===== src/rtl/muldiv_unit_if.sv =====
// Request/response bundle between the ALU decoder / write-back path and muldiv_unit.
// The decoder side uses the master modport, the sequencer uses the slave modport.
interface muldiv_unit_if #(
   parameter int WIDTH = 32
);
   logic             mult;
   logic             div;
   logic             movhi;
   logic             movlo;
   logic [WIDTH-1:0] srca;
   logic [WIDTH-1:0] srcb;
   logic [WIDTH-1:0] hilo_out;
   logic             busy;
   logic             stall;
   logic             done;
   logic             divz;

   modport master (
      output mult, div, movhi, movlo, srca, srcb,
      input  hilo_out, busy, stall, done, divz
   );

   modport slave (
      input  mult, div, movhi, movlo, srca, srcb,
      output hilo_out, busy, stall, done, divz
   );
endinterface


===== src/rtl/muldiv_unit.sv =====
// Multi-cycle signed multiply/divide sequencer owning the HI/LO registers.
// Define MULDIV_DIV_EN to build the restoring divider; without it only multiply exists.
module muldiv_unit #(
   parameter int WIDTH = 32
) (
   input  logic         clk,
   input  logic         reset,
   muldiv_unit_if.slave bus
);
   localparam int CW = (WIDTH > 1) ? $clog2(WIDTH) : 1;

`ifdef MULDIV_DIV_EN
   typedef enum logic [1:0] {IDLE, MUL, DIV, FIX} state_t;
`else
   typedef enum logic [1:0] {IDLE, MUL, FIX} state_t;
`endif

   state_t             state_reg;
   logic [CW-1:0]      count_reg;
   logic [WIDTH-1:0]   hi_reg;
   logic [WIDTH-1:0]   lo_reg;
   logic [WIDTH-1:0]   a_reg;
   logic [2*WIDTH-1:0] acc_reg;
   logic               neg_reg;

   logic [WIDTH-1:0]   mag_a;
   logic [WIDTH-1:0]   mag_b;
   logic [WIDTH:0]     mul_sum;
   logic [2*WIDTH-1:0] mul_next;
   logic [2*WIDTH-1:0] prod_fix;
   logic               last_step;

   assign mag_a     = bus.srca[WIDTH-1] ? -bus.srca : bus.srca;
   assign mag_b     = bus.srcb[WIDTH-1] ? -bus.srcb : bus.srcb;
   assign last_step = (count_reg == CW'(WIDTH - 1));

   // Multiplier sits in the low half of the accumulator and is consumed LSB first.
   assign mul_sum  = {1'b0, acc_reg[2*WIDTH-1:WIDTH]}
                   + {1'b0, (acc_reg[0] ? a_reg : {WIDTH{1'b0}})};
   assign mul_next = {mul_sum, acc_reg[WIDTH-1:1]};
   assign prod_fix = neg_reg ? -acc_reg : acc_reg;

`ifdef MULDIV_DIV_EN
   logic [WIDTH-1:0]   b_reg;
   logic               neg_rem_reg;
   logic               divz_reg;
   logic               op_div_reg;
   logic [WIDTH:0]     rem_shift;
   logic [WIDTH:0]     rem_diff;
   logic [2*WIDTH-1:0] div_next;
   logic [WIDTH-1:0]   quo_fix;
   logic [WIDTH-1:0]   rem_fix;

   // Remainder in the high half, dividend shifting out / quotient shifting in the low half.
   assign rem_shift = {acc_reg[2*WIDTH-1:WIDTH], acc_reg[WIDTH-1]};
   assign rem_diff  = rem_shift - {1'b0, b_reg};
   assign div_next  = rem_diff[WIDTH]
                    ? {rem_shift[WIDTH-1:0], acc_reg[WIDTH-2:0], 1'b0}
                    : {rem_diff[WIDTH-1:0],  acc_reg[WIDTH-2:0], 1'b1};
   assign quo_fix   = neg_reg     ? -acc_reg[WIDTH-1:0]       : acc_reg[WIDTH-1:0];
   assign rem_fix   = neg_rem_reg ? -acc_reg[2*WIDTH-1:WIDTH] : acc_reg[2*WIDTH-1:WIDTH];
`else
   logic unused_div;
   assign unused_div = bus.div;
`endif

   always_ff @(posedge clk or posedge reset) begin
      if (reset) begin
         state_reg   <= IDLE;
         count_reg   <= '0;
         hi_reg      <= '0;
         lo_reg      <= '0;
         a_reg       <= '0;
         acc_reg     <= '0;
         neg_reg     <= 1'b0;
`ifdef MULDIV_DIV_EN
         b_reg       <= '0;
         neg_rem_reg <= 1'b0;
         divz_reg    <= 1'b0;
         op_div_reg  <= 1'b0;
`endif
      end else begin
         case (state_reg)
            IDLE: begin
               if (bus.mult) begin
                  a_reg      <= mag_a;
                  acc_reg    <= {{WIDTH{1'b0}}, mag_b};
                  neg_reg    <= bus.srca[WIDTH-1] ^ bus.srcb[WIDTH-1];
                  count_reg  <= '0;
                  state_reg  <= MUL;
`ifdef MULDIV_DIV_EN
                  op_div_reg <= 1'b0;
                  divz_reg   <= 1'b0;
               end else if (bus.div) begin
                  a_reg      <= bus.srca;
                  op_div_reg <= 1'b1;
                  if (bus.srcb == '0) begin
                     divz_reg  <= 1'b1;
                     state_reg <= FIX;
                  end else begin
                     divz_reg    <= 1'b0;
                     b_reg       <= mag_b;
                     acc_reg     <= {{WIDTH{1'b0}}, mag_a};
                     neg_reg     <= bus.srca[WIDTH-1] ^ bus.srcb[WIDTH-1];
                     neg_rem_reg <= bus.srca[WIDTH-1];
                     count_reg   <= '0;
                     state_reg   <= DIV;
                  end
`endif
               end
            end
            MUL: begin
               acc_reg   <= mul_next;
               count_reg <= count_reg + 1'b1;
               if (last_step) state_reg <= FIX;
            end
`ifdef MULDIV_DIV_EN
            DIV: begin
               acc_reg   <= div_next;
               count_reg <= count_reg + 1'b1;
               if (last_step) state_reg <= FIX;
            end
`endif
            FIX: begin
`ifdef MULDIV_DIV_EN
               if (divz_reg) begin
                  hi_reg <= a_reg;
                  lo_reg <= '1;
               end else if (op_div_reg) begin
                  hi_reg <= rem_fix;
                  lo_reg <= quo_fix;
               end else begin
                  {hi_reg, lo_reg} <= prod_fix;
               end
`else
               {hi_reg, lo_reg} <= prod_fix;
`endif
               state_reg <= IDLE;
            end
            default: state_reg <= IDLE;
         endcase
      end
   end

   assign bus.busy     = (state_reg != IDLE);
   assign bus.done     = (state_reg == FIX);
   assign bus.hilo_out = bus.movhi ? hi_reg : lo_reg;
`ifdef MULDIV_DIV_EN
   assign bus.divz     = (state_reg == FIX) & divz_reg;
   assign bus.stall    = bus.busy & (bus.mult | bus.div | bus.movhi | bus.movlo);
`else
   assign bus.divz     = 1'b0;
   assign bus.stall    = bus.busy & (bus.mult | bus.movhi | bus.movlo);
`endif
endmodule


===== src/flat_wrapper.sv =====
// flat-port wrapper written by rule: the top's interface ports become plain ports
module muldiv_unit_flat 
#(
   parameter int WIDTH = 32
)
  (clk, reset, bus_mult, bus_div, bus_movhi, bus_movlo, bus_srca, bus_srcb, bus_hilo_out, bus_busy, bus_stall, bus_done, bus_divz);
  muldiv_unit_if #(.WIDTH(WIDTH)) bus_i ();
  input  logic clk;
  input  logic reset;
  input wire logic [$bits(bus_i.mult)-1:0] bus_mult;
  input wire logic [$bits(bus_i.div)-1:0] bus_div;
  input wire logic [$bits(bus_i.movhi)-1:0] bus_movhi;
  input wire logic [$bits(bus_i.movlo)-1:0] bus_movlo;
  input wire logic [$bits(bus_i.srca)-1:0] bus_srca;
  input wire logic [$bits(bus_i.srcb)-1:0] bus_srcb;
  output wire logic [$bits(bus_i.hilo_out)-1:0] bus_hilo_out;
  output wire logic [$bits(bus_i.busy)-1:0] bus_busy;
  output wire logic [$bits(bus_i.stall)-1:0] bus_stall;
  output wire logic [$bits(bus_i.done)-1:0] bus_done;
  output wire logic [$bits(bus_i.divz)-1:0] bus_divz;
  assign bus_i.mult = bus_mult;
  assign bus_i.div = bus_div;
  assign bus_i.movhi = bus_movhi;
  assign bus_i.movlo = bus_movlo;
  assign bus_i.srca = bus_srca;
  assign bus_i.srcb = bus_srcb;
  assign bus_hilo_out = bus_i.hilo_out;
  assign bus_busy = bus_i.busy;
  assign bus_stall = bus_i.stall;
  assign bus_done = bus_i.done;
  assign bus_divz = bus_i.divz;
  muldiv_unit #(.WIDTH(WIDTH)) u_core (.clk(clk), .reset(reset), .bus(bus_i));
endmodule

===== config.mk =====
export PLATFORM = sky130hd
export DESIGN_NAME = muldiv_unit_flat
export DESIGN_NICKNAME = d
export VERILOG_FILES = /design/src/rtl/muldiv_unit_if.sv /design/src/rtl/muldiv_unit.sv /design/src/flat_wrapper.sv
export SDC_FILE = /design/constraint.sdc
export NUM_CORES = 1
export LEC_CHECK = 0
export BUFFER_PORTS_ARGS = -buffer_cell sky130_fd_sc_hd__buf_4
export CORE_UTILIZATION = 60
export DETAILED_ROUTE_END_ITERATION = 10
export GPL_TIMING_DRIVEN = 0
export MAX_ROUTING_LAYER = met4
export PLACE_DENSITY = 0.81
export SYNTH_ARGS = -nofsm -noshare
export SYNTH_HDL_FRONTEND = slang
export SYNTH_SLANG_ARGS = --single-unit

===== constraint.sdc =====
create_clock -name clk -period 6.1 [get_ports clk]
set_clock_uncertainty 0.2 [all_clocks]
set_input_delay 0.61 -clock clk [delete_from_list [all_inputs] [get_ports clk]]
set_output_delay 0.61 -clock clk [all_outputs]
set_load 0.02 [all_outputs]

Word-level counts from Yosys, hierarchy flattened
Index checks and enable logic that the tools add are counted.

Register bits after elaboration: 168. Input bits: 70. Output and inout bits: 36. Logic and storage cells: 39.

$add $sub $neg: 5. Equal/unequal tests: 5. Muxes and demuxes: 12. Bitwise logic cells: 4. Reduce and logical (&&, ||, !) cells: 6.

Operators with widths (number): two-way mux 32 bit (4); two-way mux 64 bit (2); one-hot mux 64 bit (2 select lines) (1); negation 32 bit (2); negation 64 bit (1); adder 32 x 32 -> 33 bit (1); one-hot mux 5 bit (2 select lines) (1); AND reduction 2 bit (3); adder 5 x 1 -> 5 bit, second input constant (1); equality test 5 bit, second input constant (1); two-way mux 5 bit (1); two-way mux 2 bit (2); one-hot mux 2 bit (2 select lines) (1); nonzero test 2 bit (2); equality test 2 x 1 -> 1 bit, second input constant (1); equality test 2 bit, second input constant (1); zero test 2 bit (1); != test 2 x 1 -> 1 bit, second input constant (1); != test 2 bit, second input constant (1); OR 1 bit (2); AND 1 bit (1); bitwise XOR 1 bit (1).

Logic depth before layout (Yosys ltp)
Gate-level depths: netlist of run 1.

Depth in word-level cells: 4. Mapped depth: 12. Mapped depth without buffers: 11.

Worst setup path after synthesis of run 1
Ideal clock, no wire load.

Path kind: input -> register. Start point: input port bus_srcb[6]. End point: register u_core.acc_reg[28]. Setup time: 0.131 ns. Arrival time: 2.641 ns. Required time: 5.769 ns. Path slack: 3.128 ns. Stages on the path: 7. Buffers on the path: 0. Cells stage by stage: or4_1 or3_1 nand3b_1 or3_1 nor4_2 mux2i_1 o21ai_1.

Longest elaborated chain between the ends: 4.

Ends and longest elaborated chain: start, declared (RTL line flat_wrapper.sv:15) `input wire logic [$bits(bus_i.srcb)-1:0] bus_srcb;`; negation 32 bit (RTL line muldiv_unit.sv:34) `assign mag_b = bus.srcb[WIDTH-1] ? -bus.srcb : bus.srcb;`; two-way mux 32 bit (RTL line muldiv_unit.sv:34); two-way mux 64 bit (RTL line muldiv_unit.sv:85) `if (bus.mult) begin`; one-hot mux 64 bit (2 select lines) (RTL line muldiv_unit.sv:83) `case (state_reg)`; end signal, assigned (RTL line muldiv_unit.sv:87) `acc_reg <= {{WIDTH{1'b0}}, mag_b};`; end signal, assigned (RTL line muldiv_unit.sv:113) `acc_reg <= mul_next;`; end, declared (RTL line muldiv_unit.sv:23) `logic [2*WIDTH-1:0] acc_reg;`.

No other way between the ends. The select of a mux whose other input is x is not followed. A chain may end at the register's enable or synchronous reset.

Worst setup path in the final report of run 1
Start point: register u_core.acc_reg[0]. End point: register u_core.acc_reg[58].

Longest elaborated chain between the ends: 3.

Ends and longest elaborated chain: two-way mux 32 bit (RTL line muldiv_unit.sv:39) `+ {1'b0, (acc_reg[0] ? a_reg : {WIDTH{1'b0}})};`; adder 32 x 32 -> 33 bit (RTL line muldiv_unit.sv:39); one-hot mux 64 bit (2 select lines) (RTL line muldiv_unit.sv:83).

No other way between the ends.

==> results of run 1 <==
logic make-up after synthesis:
kind of cell / synth area share
adder cells (fa/ha/maj): 0.04351
other: 0.0003378
flip-flops: 0.3787
buffers and inverters: 0.03246
AO/OA/AOI/OAI: 0.2161
AND/OR/NAND/NOR: 0.1754
multiplexers: 0.04148
XOR/XNOR: 0.1120
worst paths after layout:
kind                                                from                              to  slack, ns  depth (start not counted)
setup / recovery           u_core.acc_reg[0]$_DFFE_PP0P_  u_core.acc_reg[58]$_DFFE_PP0P_       2.35                         11
max in group asynchronous                          reset     u_core.a_reg[3]$_DFFE_PP0P_       4.27                          4
setup reg to reg           u_core.acc_reg[0]$_DFFE_PP0P_  u_core.acc_reg[58]$_DFFE_PP0P_       2.35                         11
min in group asynchronous                          reset    u_core.a_reg[12]$_DFFE_PP0P_       0.49                          3
hold reg to reg             u_core.a_reg[18]$_DFFE_PP0P_    u_core.a_reg[18]$_DFFE_PP0P_       0.27                          2
hold / removal                              bus_srca[30]    u_core.a_reg[31]$_DFFE_PP0P_       0.23                          3
power by group through the flow:
stage	clock network, uW	logic, uW	registers [uW]
after global routing	1190	3220	2030
after global placement	0	2750	1970
after floorplan	0	2120	1810
after detailed placement	0	2810	1980
final	1150	2900	1990
after CTS	1140	2850	1970
worst max-delay path, stage by stage, from the launching register on:
cell	delay [ns]
dfrtp_1	0.64
clkbuf_1	0.31
nand2_1	0.20
inv_1	0.10
ha_1	0.23
a211oi_1	0.34
o21bai_1	0.22
o2111ai_1	0.30
o221ai_1	0.42
a31oi_1	0.35
xor2_1	0.19
o21ai_0	0.11
repair_timing:
| item | 4_1_cts | 5_1_grt |
|---|---|---|
| setup buffers | 0 | 0 |
| hold endpoints to repair | 37 | 0 |
| hold buffers | 1 | 0 |
layout by cell type (no fill, tap or decap), types with 8 or more instances in the layout:
cell	count
o21ai_0	217
nand2_1	189
dfrtp_1	168
xor2_1	124
buf_4	103
clkbuf_1	72
a21oi_1	47
nor2_1	39
ha_1	37
o31ai_1	36
and2_1	33
mux2_2	32
nand3_1	31
a22oi_1	21
or3_1	19
xnor2_1	18
clkbuf_16	17
inv_1	16
nor2b_1	13
nor3_1	12
nand2b_1	11
nand4_1	11
o41ai_1	11
a31oi_1	11
or4_1	10
mux2i_1	10
nor4_1	9
a21o_1	8
layout make-up:
type,count,area [sq um]
tap,229,286.5
inverter,17,71.32
buffer,78,296.5
timing repair buffer,104,803.3
clock inverter,14,190.2
sequential,168,4204
fill,1427,5207
clock buffer,18,429.2
multi-input combinational,1023,6536
metrics by stage:
step                worst slack, ns  instances  cell area [sq um]
global placement             -1.120       1617              12150
global route                  2.159       1651              12820
finish                        2.349       1651              12820
floorplan                    0.7433       1286              11100
detailed placement            2.477       1618              12190
CTS                           2.414       1651              12820
metal layers:
layer | GRT usage | vias to the layer above
li1 | - | 4845
met1 | 0.4830 | 4989
met2 | 0.5339 | 455
met3 | 0.06824 | 62
met4 | 0.1099 | 0
met5 | - | -
==> impl_metrics.toml, run 1 <==
[detailed_routing]
post_drt_wl_per_cell_um = 19.50
drc = 0
dr_wl_met3_um = 2584
postRouteAntennaNets = 0
detail_route.vias_per_cell = 6.270
dr.max_layer_used = "met4"
met2_wirelength_um = 14700
num_vias = 10350
wirelength_um = 32200
wl_met1_um = 14130
first_pass_iters = 6
drtIter0Drc = 896

[timing]
clock.fmax_ghz = 0.2666
setup_viol = 0
relSlewSlack = 0.3171
finalCriticalPeriod_ns = 3.751
rsz0062_at_grt = "false"
holdWs_ns = 0.2349
post-route-period-util = 0.6150
finalMaxSlewViolations = 0
tns_ns = 0
finalHoldViolCount = 0
worstMarginPinSlew_ns = 1.016

[yosys]
ys.flop_type = "dfrtp_1"
synthArstFlopShare = 1.000
synth_common_cells = "217 x o21ai_0, 189 x nand2_1, 168 x dfrtp_1, 124 x xor2_1, 71 x clkbuf_1"
synthesis.instances = 1286
syn_nets = 1394
yosys_warnings = 0
syn_area_sq_um = 11100
synth_seq_area_share = 0.3787
avgSynthCellArea_sq_um = 8.632
synth.distinct_cells = 64
synth_top_area_cell = "dfrtp_1"
synth_top_cell_area_share = 0.3787
yosysMostFrequentCell = "o21ai_0"
synth_area_leaders = "dfrtp_1 38%, o21ai_0 9.8%, xor2_1 9.8%, nand2_1 6.4%, ha_1 4.2%"
ys_ff_latch = 168
synth_edf_count = 0

[global_route]
grt_pass1_wl_um = 51830
grt_max_degree = 132
grt_overflow_total = 0
grtUsageTotal = 0.3541
grt_antenna_before_repair = 0
grt_pass1_vias = 9829

[placement]
dp_hpwl_um = 24300
io_buffers = 102
place_congestion = 0.9573

[clocking]
cts_inserted_buffers = 17
clkSinkCount = 168
clk_pin_slew_ns = 0.07
root_buffer = "clkbuf_16"
cts_max_level = 4
cts_tree = "yes"
cts-resized-gates = 0
clock_path_buffers = 2
clkLatencyLatePin_ns = 0.44

[floorplan]
ios = 106
chipHeight_um = 138.0
start_util = 0.6159
core_sq_um = 18020
num_rows = 49
die-area_sq_um = 19050
fp.dieW_um = 138.0

[layout]
drive_gt1_frac = 0.1308
diodes = 0
largest_reg_flops = 64
layout.nets = 1517
syn_to_final_growth_pct = 15.46
finish.utilization = 0.7111

[pwr]
p_sw_uw = 2745
p_per_area_nw_per_um2 = 470.5
p_comb_frac = 0.480
peakVddDrop_mv = 0.2822
power.total_uw = 6030
switching_share = 0.4552
leakage_uw = 0.005558
power.share.clock = 0.190
p_int_uw = 3285
share_seq_of_total_power = 0.330

[setup_path]
crit_required_ns = 6.20
crit_arrival_ns = 3.85
start_kind = "flop"
critPathCaptureType = "flop"
cp_max_fo = 10
path_class = "flop to flop"

[worst_hold_path]
hold_path_class = "input port to flop"

[outcome]
status = "finished, final reports clean"

[job]
maxCapViolations = 0
Note: power is estimated with default switching activity, not from simulation.
==> run 2: changes to the inputs <==
Settings changed: CORE_UTILIZATION 60 to 55, PLACE_DENSITY 0.81 to 0.78.
Clock period 6.1 ns to 3.3 ns, I/O delays scaled along.
==> run 2 against run 1 <==
  * The run now ends with negative hold slack left
  * Routed wire length is 2.6% higher
  * Power is 85% higher
  * Sequential share of layout area is 0.62 points lower
  * Design area is 2.0% higher
  * Largest cell class unchanged
==> impl_metrics.toml, run 2 (synthesis results as in run 1) <==
[detailed_routing]
post_drt_wl_per_cell_um = 19.41
detail_route.vias_per_cell = 6.118
postRouteAntennaNets = 0
num_vias = 10410
drc = 0
first_pass_iters = 5
drtIter0Drc = 923
wirelength_um = 33020

[setup_path]
crit_chain = "buf_6 > and2_1 > ha_1 > inv_1 > fa_1 > nor2b_2 > o2111ai_1 > a21oi_2 > buf_4 > o22ai_2 > o21ba_2 > xor2_1 > o21ai_0"
crit_arrival_ns = 3.34
cpPeakStageDelay_ns = 0.48
rr_endpoint = "u_core.acc_reg[51]$_DFFE_PP0P_"
path_class = "flop to flop"
r2r_start = "u_core.acc_reg[0]$_DFFE_PP0P_"
critPathCaptureType = "flop"
r2r_slack_ns = 0.11
rr_worst_depth = 13
crit_required_ns = 3.45
worstSetupStartpoint = "u_core.acc_reg[0]$_DFFE_PP0P_"
endpoint = "u_core.acc_reg[51]$_DFFE_PP0P_"
cp_max_fo = 10
start_kind = "flop"
slowest_stage = "dfrtp_2"

[layout]
final_cell_mix = "214 x o21ai_0, 189 x nand2_1, 167 x dfrtp_1, 124 x xor2_1, 108 x buf_4"
n_fill_cell = 1658
largest_reg_flops = 64
layout.nets = 1531
instances_no_fill = 1701
diodes = 0
syn_to_final_growth_pct = 17.72
drive_gt1_frac = 0.1497
fin_area_sq_um = 13070
finish.utilization = 0.6649
layout_commonest_cell = "o21ai_0"

[clocking]
clk_pin_slew_ns = 0.07
cts_max_level = 4
cts_tree = "yes"
clkSinkCount = 168
clkLatencyLatePin_ns = 0.44
root_buffer = "clkbuf_16"
cts_inserted_buffers = 17
clock_path_buffers = 2

[timing]
clock.fmax_ghz = 0.3135
setup_viol = 0
finalCriticalPeriod_ns = 3.190
worstMarginPinSlew_ns = 0.8750
rsz0062_at_grt = "false"
relSlewSlack = 0.4166
post-route-period-util = 0.9667
finalMaxSlewViolations = 0
finalHoldViolCount = 1
holdWs_ns = -0.002902

[placement]
io_buffers = 102
placedCellCount = 1657
dp_hpwl_um = 25010
placed_area_sq_um = 12280
place_congestion = 0.9425

[floorplan]
start_util = 0.5648
ios = 106
die-area_sq_um = 20750
core_sq_um = 19650
fp.dieW_um = 144.1
chipHeight_um = 144.1
num_rows = 51

[worst_hold_path]
hold_depth = 3
hold_path_class = "input port to flop"

[pwr]
leakage_uw = 0.005658
p_per_area_nw_per_um2 = 854.2
peakVddDrop_mv = 0.5580
power.total_uw = 11160

[job]
maxCapViolations = 0

[global_route]
grt_overflow_total = 0
grt_antenna_before_repair = 0
grt_pass1_vias = 9795
grt_pass1_wl_um = 51780
grt_max_degree = 44
grtUsageTotal = 0.3375

[outcome]
status = "finished, violations left"
failed_checks = "negative hold slack"
## run 2: power breakdown
group / leakage [uW] / switching [uW] / internal, uW
Clock: 0.000267 / 947 / 998
Combinational: 0.00339 / 3400 / 2160
Sequential: 0.00200 / 864 / 2790
## run 2: area by class of cell
class	instances	area, sq um	area share
plain buffers	77	305.3	0.02336
clock buffers	18	429.2	0.03284
clock inverters	14	133.9	0.01025
inverters	17	67.56	0.005170
multi-input cells	1023	6631	0.5075
flip-flops and latches	168	4205	0.3218
well taps	265	331.6	0.02537
repair buffers	119	963.4	0.07373
## run 2: how the worst min path moves through the flow
stage,startpoint,to,slack (ns)
after global routing,bus_srca[2],u_core.a_reg[2]$_DFFE_PP0P_,0.007
after global placement,u_core.hi_reg[8]$_DFFE_PP0P_,u_core.hi_reg[8]$_DFFE_PP0P_,0.26
after detailed placement,reset,u_core.acc_reg[44]$_DFFE_PP0P_,0.10
after CTS,bus_srcb[11],u_core.acc_reg[11]$_DFFE_PP0P_,0.002
after floorplan,u_core.a_reg[31]$_DFFE_PP0P_,u_core.a_reg[31]$_DFFE_PP0P_,0.24
final,bus_srca[28],u_core.a_reg[28]$_DFFE_PP0P_,-0.003
## run 2: metal layers
| layer | up-vias | wire length, um | global-route usage |
|---|---|---|---|
| met2 | 397 | 15210 | 0.5195 |
| met1 | 5094 | 14870 | 0.4601 |
| met5 | - | 0 | - |
| li1 | 4868 | - | - |
| met4 | 0 | 583 | 0.08231 |
| met3 | 48 | 2363 | 0.06093 |
## run 2: through the flow
step	hold WS (ns)	setup TNS [ns]	worst slack [ns]
6_report	-0.002902	0	0.1100
5_1_grt	0.006956	0	0.002444
4_1_cts	0.002235	-0.008408	-0.008408
3_5_place_dp	0.1014	-3.499	-0.3622
3_3_place_gp	0.2575	-70.43	-0.4224
2_1_floorplan	0.2356	0	0.5127
## run 2: critical path, delay by kind of cell, from the launching register on
family | cells | cell delay [ns]
AO/OA/AOI/OAI | 5 | 0.96
XOR/XNOR | 1 | 0.14
adder cells (fa/ha/maj) | 2 | 0.63
buffers and inverters | 3 | 0.39
flip-flops | 1 | 0.48
AND/OR/NAND/NOR | 2 | 0.32
## run 2: repair_timing
action	4_1_cts	5_1_grt
pin swaps	1	3
setup endpoints to repair	20	29
gates resized for setup	10	22
hold buffers	7	1
endpoints found under the hold margin	129	1
buffers inserted	1	4
==> run 3: changes to the inputs <==
Settings changed: CELL_PAD_IN_SITES_DETAIL_PLACEMENT from default to 1, CELL_PAD_IN_SITES_GLOBAL_PLACEMENT from default to 1, CORE_UTILIZATION 55 to 42, GPL_ROUTABILITY_DRIVEN from default to 1, PLACE_DENSITY 0.78 to default, PLACE_DENSITY_LB_ADDON from default to 0.1.
==> run 3 against run 2 <==
  * The run now ends clean
  * Routed wire length grew 14%
  * Non-clock buffer count up 10
  * Hold slack better by 0.0056 ns
  * Design area grew 2.0%
  * Global-route usage shrank 4.0 points
  * Sequential cell count unchanged
  * Cell count is 4.7% higher
  * Power rose by 3.8%
  * Critical path type unchanged
  * Largest cell class unchanged
==> impl_metrics.toml, run 3 (synthesis results as in run 1) <==
[floorplan]
start_util = 0.4272
num_rows = 59
die-area_sq_um = 27080
fp.dieW_um = 164.6
core_sq_um = 25980
ios = 106
chipHeight_um = 164.6

[timing]
clock.fmax_ghz = 0.3123
finalHoldViolCount = 0
post-route-period-util = 0.9704
worstMarginPinSlew_ns = 0.9838
rsz0062_at_grt = "true"
relSlewSlack = 0.3442
finalMaxSlewViolations = 0
setup_viol = 0
finalCriticalPeriod_ns = 3.202

[global_route]
grt_pass1_wl_um = 59320
grt_overflow_total = 0
grt_pass1_vias = 10530
grt_antenna_before_repair = 0
grtUsageTotal = 0.2975
grt_max_degree = 42

[clocking]
cts_max_level = 4
cts_tree = "yes"
clkLatencyLatePin_ns = 0.44
root_buffer = "clkbuf_16"
clk_pin_slew_ns = 0.07
cts_inserted_buffers = 17
clock_path_buffers = 2
clkSinkCount = 168

[pwr]
power.total_uw = 11590
leakage_uw = 0.005722
peakVddDrop_mv = 0.3327
p_per_area_nw_per_um2 = 869.4

[setup_path]
slowest_stage = "or4_4"
cp_max_fo = 5
start_kind = "flop"
crit_required_ns = 3.41
crit_arrival_ns = 3.31
cpPeakStageDelay_ns = 0.57
rr_worst_depth = 7
critPathCaptureType = "flop"
crit_chain = "or4_4 > or4b_4 > nor3_4 > nand3_2 > o31ai_1 > xor2_1 > o21ai_1"
path_class = "flop to flop"

[detailed_routing]
postRouteAntennaNets = 0
num_vias = 10340
detail_route.vias_per_cell = 5.807
drc = 0
post_drt_wl_per_cell_um = 21.23
first_pass_iters = 5
drtIter0Drc = 707
wirelength_um = 37810

[layout]
largest_reg_flops = 64
final_cell_mix = "215 x o21ai_0, 189 x nand2_1, 167 x dfrtp_1, 124 x xor2_1, 113 x buf_4"
drive_gt1_frac = 0.1591
diodes = 0
syn_to_final_growth_pct = 20.09
n_fill_cell = 3074
finish.utilization = 0.5130
layout.nets = 1541
layout_commonest_cell = "o21ai_0"

[placement]
dp_hpwl_um = 29070
io_buffers = 102
place_congestion = 0.9183

[worst_hold_path]
hold_path_class = "input port to flop"
hold_depth = 3

[job]
maxCapViolations = 0

[outcome]
status = "finished, final reports clean"
## run 3: layout make-up
| class | instances | area, sq um | area share |
|---|---|---|---|
| Clock buffer | 18 | 439.2 | 0.03295 |
| Inverter | 17 | 67.56 | 0.005069 |
| Clock inverter | 14 | 161.4 | 0.01211 |
| Tap cell | 335 | 419.2 | 0.03144 |
| Sequential cell | 168 | 4205 | 0.3155 |
| Timing Repair Buffer | 130 | 1064 | 0.07978 |
| Multi-Input combinational cell | 1023 | 6678 | 0.5009 |
| Buffer | 76 | 296.5 | 0.02225 |
## run 3: worst paths after layout
| check | to | slack [ns] | start |
|---|---|---|---|
| max | u_core.hi_reg[26]$_DFFE_PP0P_ | 0.1 | u_core.acc_reg[16]$_DFFE_PP0P_ |
| min | u_core.acc_reg[16]$_DFFE_PP0P_ | 0.003 | bus_srcb[16] |
| max reg2reg | u_core.hi_reg[26]$_DFFE_PP0P_ | 0.1 | u_core.acc_reg[16]$_DFFE_PP0P_ |
| min reg2reg | u_core.a_reg[5]$_DFFE_PP0P_ | 0.28 | u_core.a_reg[5]$_DFFE_PP0P_ |
| max in group asynchronous | u_core.acc_reg[0]$_DFFE_PP0P_ | 1.40 | reset |
| min in group asynchronous | u_core.acc_reg[44]$_DFFE_PP0P_ | 0.36 | reset |
## run 3: report_power, final
| part | leakage [uW] | internal [uW] | switching (uW) |
|---|---|---|---|
| logic | 0.00344 | 2200 | 3630 |
| registers | 0.00200 | 2790 | 903 |
| clock network | 0.000281 | 1090 | 968 |
| total | 0.00572 | 6090 | 5500 |
## run 3: stage by stage
stage	setup slack, ns	cells	hold slack, ns	instance area, sq um	TNS (ns)
finish	0.09768	1781	0.002703	13330	0
global route	-0.02824	1781	0.01671	13330	-0.02824
CTS	0.001150	1778	0.00004946	13200	0
detailed placement	-0.3506	1727	0.2644	12370	-4.109
global placement	-0.5739	1723	0.2570	12290	-96.10
floorplan	0.5127	1286	0.2356	11100	0
## run 3: worst max-delay path, delay by kind of cell, from the launching register on
kind            cells  cell delay (ns)
simple gates        4             1.59
flops               1             0.45
compound gates      2             0.45
xor+xnor            1             0.39
## run 3: per-layer routing
metal,share of wire,vias up,global-route usage
li1,-,4869,-
met1,0.49,5197,0.4208
met2,0.45,234,0.4414
met3,0.040,43,0.03365
met4,0.022,0,0.09883
met5,0,-,-
## run 3: what timing repair did
item,4_1_cts,5_1_grt
buffers inserted,4,5
endpoints found under the hold margin,43,0
gates resized for setup,12,28
cloned,0,0
pin swaps,2,6
setup endpoints to repair,29,28
hold buffers,15,0
